`config.mk`:
```
export PLATFORM = sky130hd
export DESIGN_NAME = portal_msg_arbiter
export DESIGN_NICKNAME = d
export VERILOG_FILES = /design/src/rtl/portal_msg_arbiter.sv
export SDC_FILE = /design/constraint.sdc
export NUM_CORES = 1
export LEC_CHECK = 0
export ABC_CLOCK_PERIOD_IN_PS = 5800
export BUFFER_PORTS_ARGS = -buffer_cell sky130_fd_sc_hd__buf_2
export CAP_MARGIN = 20
export CORE_ASPECT_RATIO = 0.7
export CORE_MARGIN = 3
export CORE_UTILIZATION = 56
export DETAILED_ROUTE_END_ITERATION = 10
export MAX_ROUTING_LAYER = met4
export PLACE_DENSITY = 0.86
export SLEW_MARGIN = 20
export SYNTH_ARGS = -nofsm -noshare
export SYNTH_HDL_FRONTEND = slang
export SYNTH_SLANG_ARGS = --single-unit
```
`constraint.sdc`:
```
create_clock -name CLK -period 5.8 [get_ports CLK]
set_input_delay 0.58 -clock CLK [delete_from_list [all_inputs] [get_ports CLK]]
set_output_delay 0.58 -clock CLK [all_outputs]
set_load 0.005 [all_outputs]
```
`src/rtl/portal_msg_arbiter.sv`:
```
// Round-robin, message-atomic arbiter sharing one 32-bit message-source channel
// among NREQ portal indication requesters, with one registered output beat.
module portal_msg_arbiter #(
  parameter int NREQ = 4,
  parameter int IDW  = 4
) (
  input  logic                 CLK,
  input  logic                 RST_N,
  input  logic [NREQ-1:0]      req_valid,
  input  logic [32*NREQ-1:0]   req_beat,
  output logic [NREQ-1:0]      req_ready,
  output logic                 msg_src_rdy,
  output logic [31:0]          msg_beat,
  input  logic                 msg_dst_rdy,
  output logic                 busy,
  output logic [IDW-1:0]       grant_id,
  output logic [31:0]          msg_count
);

  localparam int NEXT = 2**IDW;

  typedef enum logic {IDLE, SEND} state_t;

  state_t                  r_state, w_state_nxt;
  logic [IDW-1:0]          r_grant_id, r_last_grant, w_pick;
  logic                    w_any;
  logic                    r_first;
  logic [15:0]             r_beats_left, w_beats_left_nxt, w_len;
  logic                    r_src_rdy;
  logic [31:0]             r_beat, r_msg_count, w_beat;
  logic [NEXT-1:0]         w_valid_ext;
  logic [NEXT-1:0][31:0]   w_beats_ext;
  logic                    w_free, w_accept, w_last_beat;

  // Widen request vectors to the full grant_id range so they index cleanly.
  always_comb begin
    w_valid_ext              = NEXT'(req_valid);
    w_beats_ext              = '0;
    w_beats_ext[NREQ-1:0]    = req_beat;
  end

  // Scan downwards so the requester closest after last_grant wins.
  always_comb begin
    int idx;
    idx    = 0;
    w_pick = r_last_grant;
    w_any  = 1'b0;
    for (int k = NREQ; k >= 1; k--) begin
      idx = int'(r_last_grant) + k;
      if (idx >= NREQ) idx = idx - NREQ;
      if (w_valid_ext[IDW'(idx)]) begin
        w_pick = IDW'(idx);
        w_any  = 1'b1;
      end
    end
  end

  // Output register is free when empty or being drained this cycle.
  assign w_free   = !r_src_rdy || msg_dst_rdy;
  assign w_accept = (r_state == SEND) && w_free && w_valid_ext[r_grant_id];
  assign w_beat   = w_beats_ext[r_grant_id];
  assign w_len    = w_beat[15:0];

  always_comb begin
    if (r_first) w_beats_left_nxt = (w_len == 16'd0) ? 16'd0 : w_len - 16'd1;
    else         w_beats_left_nxt = r_beats_left - 16'd1;
  end

  assign w_last_beat = w_accept && (w_beats_left_nxt == 16'd0);

  always_comb begin
    for (int i = 0; i < NREQ; i++)
      req_ready[i] = (r_state == SEND) && w_free && (r_grant_id == IDW'(i));
  end

  always_comb begin
    w_state_nxt = r_state;
    case (r_state)
      IDLE: if (w_any)       w_state_nxt = SEND;
      SEND: if (w_last_beat) w_state_nxt = IDLE;
      default:               w_state_nxt = IDLE;
    endcase
  end

  always_ff @(posedge CLK or negedge RST_N) begin
    if (!RST_N) begin
      r_state      <= IDLE;
      r_grant_id   <= '0;
      r_last_grant <= IDW'(NREQ-1);
      r_first      <= 1'b0;
      r_beats_left <= '0;
      r_msg_count  <= '0;
    end else begin
      r_state <= w_state_nxt;
      if (r_state == IDLE && w_any) begin
        r_grant_id <= w_pick;
        r_first    <= 1'b1;
      end
      if (w_accept) begin
        r_beats_left <= w_beats_left_nxt;
        r_first      <= 1'b0;
      end
      if (w_last_beat) begin
        r_last_grant <= r_grant_id;
        r_msg_count  <= r_msg_count + 32'd1;
      end
    end
  end

  always_ff @(posedge CLK or negedge RST_N) begin
    if (!RST_N) begin
      r_src_rdy <= 1'b0;
      r_beat    <= '0;
    end else if (w_accept) begin
      r_src_rdy <= 1'b1;
      r_beat    <= w_beat;
    end else if (msg_dst_rdy) begin
      r_src_rdy <= 1'b0;
    end
  end

  assign msg_src_rdy = r_src_rdy;
  assign msg_beat    = r_beat;
  assign busy        = (r_state == SEND);
  assign grant_id    = r_grant_id;
  assign msg_count   = r_msg_count;

endmodule

```
==> impl_results.md <==
* Status: completed
* Wire length of the first global-routing pass at between 30 and 40 mm
* Placed cell area at ~7500 sq um
* Resize count post-CTS at 0
* Post-synthesis mux area share at approximately 14%
* CP startpoint kind: register
* CTS tree: built
* WP buf/inv at 1
* Crit path max-delay family: simple AND/OR/NAND/NOR gates
* P_leak at around 3.8 nW
* Pre-CTS WS at 1.032 ns
* CP required at a little over 6 ns
* Largest net degree at the start of global routing at 64
* Post-CTS setup buffer count at 0
* Number of unique standard cell types used by synthesis at around 70
* DRT Wirelength at roughly 20 mm
* Die ar. at between 10,000 and 15,000 sq um
* CTS root buf: clkbuf_16
* Die W at roughly 130 um
* Number of CTS-inserted buffers at 9
* Post-synth top flop: dfrtp_1
* # rows at 31
* Post-Synth XOR/XNOR Area at around 6.6%
* Crit end category: register
* Ys async rst share at 100.0%
* Remaining DRCs at 0
* Ports at approximately 210
* Layout cell share with drive strength beyond 1 at a little over a third
* EDFF count, synth at 0
* Final nets at around 1,000
* FF-to-FF path depth at 12
* Hpwl dp at approximately 15 mm
* Max clock buf depth at 2
* Vias per cell at 6.113
* Worst-Margin Slew at ~1.1 ns
* Fin. max-slew vios at 0
* Warnings, synthesis at 0
* Slowest stage cell, crit path: dfrtp_2
* Total negative slack at 0 ns
* Post-Synthesis Cells at between 600 and 700
* Synth Area in Compound Gates at 11.77%
* Drt first pass iters at 5
* Vias in the first global route at 6,128
* Max FO, Critical Path at 26
* Final Critical Period at between 4 and 5 ns
* Post-Syn Nets at between 800 and 900
* CP Depth at 12
* Fin Clk Skew at 0.008506 ns
* CTS H-tree lvls at 3
* Die H at 95.16 um
* Drt wl/cell at roughly 20 um
* Starting Density at 59.40%
* Pwr Total at between 3 and 4 mW
* WS Path Type: register to register
* PortBufs at approximately 210
* Worst-Skew Late Latency at about 0.34 ns
* Via Count at a little over 6,000
* Largest family of logic cells by synthesized area: simple AND/OR/NAND/NOR gates
* Setup violations, final at 0
* Clk sinks at ~90
* CP Cell Sequence: mux4_2, nand2_1, ha_1, nor3_1, a21boi_0, nand4_1, a221oi_1, and4_1, a41oi_4, buf_16, nor4_2, xor2_1
* GRT Util Overall at a little under a third
* Maximum VDD drop at between 0.2 and 0.3 mV
* Cell Pwr Density at 446.2 nW/um^2
* Fin worst setup slack at about 1.3 ns
* Max Freq at ~220 MHz
* Core area at about 11,000 sq um
* Yosys reg bits at a little over 90
* Delay of the slowest critical-path stage at just over 0.8 ns
* Final Cycle Share at 77.60%
* Slew margin rel. at between 20% and 30%
* MaxCap Viol Count at 0
* Worst min-delay path class: primary input to async pin
* DRT iter0 DRCs at 531
* Final GP Congestion at ~1
* Final instance area at 7766 sq um
* Unrepaired setup endpoints after global routing: no
* Post-Synthesis Cell Area at about 6400 sq um
* Final Hold Fails at 0
* Total global routing overflow at 0
* Initial antenna violation count at 1
* Hold_buf cts at 0
* Area Growth Syn to Fin at 22.14%
* Simple-gate portion of the synthesized area at 24.93%
* Worst-path clk slew at approximately 0.070 ns
* Register area share after synthesis at between 30 and 40%
* Avg Inst Size Synth at about 9.5 sq um
* WP data arrival at between 4 and 5 ns
* Post-Synth Adder-Cell Area at about 3.3%
* DRT antenna net count at 0
[cell type report]
cell class	instances	area [sq um]
clock inverter	6	40.04
multi-input combinational	517	3845
inverter	16	60.06
timing repair buffer	216	1124
antenna	1	2.502
fill	805	2939
clock buffer	10	229.0
sequential	91	2281
tap	148	185.2
[metrics by stage]
| stage | util (%) | hold slack (ns) | instances |
|---|---|---|---|
| 6_report | 72.55 | 0.1603 | 1005 |
| 3_5_place_dp | 69.71 | 0.4589 | 987 |
| 4_1_cts | 72.22 | 0.1611 | 1003 |
| 2_1_floorplan | - | 0.2844 | 666 |
| 5_1_grt | 72.55 | 0.1838 | 1005 |
| 3_3_place_gp | 69.71 | 0.4493 | 987 |
[cells in the mapped netlist (8+ instances only)]
cell / n / share of area (%)
nand2_1: 119 / 7.0
dfrtp_1: 89 / 35
xor2_1: 37 / 5.1
nand3_1: 36 / 2.8
mux4_2: 33 / 12
o21ai_0: 30 / 2.4
clkbuf_1: 28 / 1.7
nor3_1: 28 / 2.2
nor2_1: 27 / 1.6
a21oi_1: 21 / 1.7
ha_1: 17 / 3.3
inv_1: 16 / 0.94
xnor2_1: 11 / 1.5
nand4_1: 10 / 0.98
nor4_2: 10 / 2.0
and3_1: 9 / 0.89
nor3b_1: 8 / 0.94
[flip-flops by register name, summed over array words and instances, names as in the netlist]
register	flops
grant_id	4
r_beats_left	16
busy	1
msg_count	32
msg_src_rdy	1
msg_beat	32
r_first	1
r_last_grant	4
[kinds of logic (layout without fill, tap and decap cells)]
kind of cell / after synthesis / count (layout)
flops: 91 / 91
compound gates: 109 / 109
simple gates: 299 / 299
buf+inv: 58 / 248
xor+xnor: 48 / 48
fa+ha+maj: 17 / 17
other cells: 0 / 1
mux: 44 / 44
[where the power goes]
| part | switching [mW] | leakage [nW] | internal (mW) |
|---|---|---|---|
| Clock | 0.252 | 0.133 | 0.292 |
| Combinational | 1.07 | 2.49 | 0.762 |
| Sequential | 0.252 | 1.16 | 0.840 |
| Total | 1.57 | 3.78 | 1.89 |
[worst reg2reg max path: stages (launching register included)]
cell and delay (ns):
dfrtp_2 0.81, mux4_2 0.67, nand2_1 0.18, ha_1 0.57, nor3_1 0.20, a21boi_0 0.21, nand4_1 0.11, a221oi_1 0.31
and4_1 0.28, a41oi_4 0.26, buf_16 0.27, nor4_2 0.32, xor2_1 0.22
[cell usage in the layout (no fill, tap or decap), types with 4 or more instances in the layout]
cell       instances
a211o_1            4
a211oi_1           4
a21oi_1           21
and2_1             7
and3_1             9
buf_2            207
buf_4              8
clkbuf_16          9
dfrtp_1           88
ha_1              17
inv_1             16
mux2i_1            6
mux4_2            33
nand2_1          119
nand3_1           36
nand4_1           10
nor2_1            26
nor3_1            28
nor3b_1            8
nor4_1             6
nor4_2            10
nor4b_2            5
o21ai_0           30
o22ai_1            5
or2_2              5
or3_1              5
or4_1              4
xnor2_1           11
xor2_1            37
[per-layer routing]
metal,track usage [%],share of wire [%],wire [um],vias up
met5,-,0,0,-
met4,7.791,1.8,353,0
met3,7.384,8.9,1757,32
met2,52.62,50,9838,322
met1,39.92,39,7801,2976
li1,-,-,-,2814
[worst paths after layout]
path	startpoint	endpoint	slack, ns
hold reg to reg	msg_beat[10]$_DFFE_PN0P_	msg_beat[10]$_DFFE_PN0P_	0.47
setup reg to reg	grant_id[0]$_DFFE_PN0P_	msg_count[30]$_DFFE_PN0P_	1.30
setup / recovery	grant_id[0]$_DFFE_PN0P_	msg_count[30]$_DFFE_PN0P_	1.30
hold / removal	RST_N	r_beats_left[2]$_DFFE_PN0P_	0.16
min in group CLK	msg_beat[10]$_DFFE_PN0P_	msg_beat[10]$_DFFE_PN0P_	0.47
max in group asynchronous	RST_N	grant_id[0]$_DFFE_PN0P_	4.46
Power figures use the tool's default switching activity.
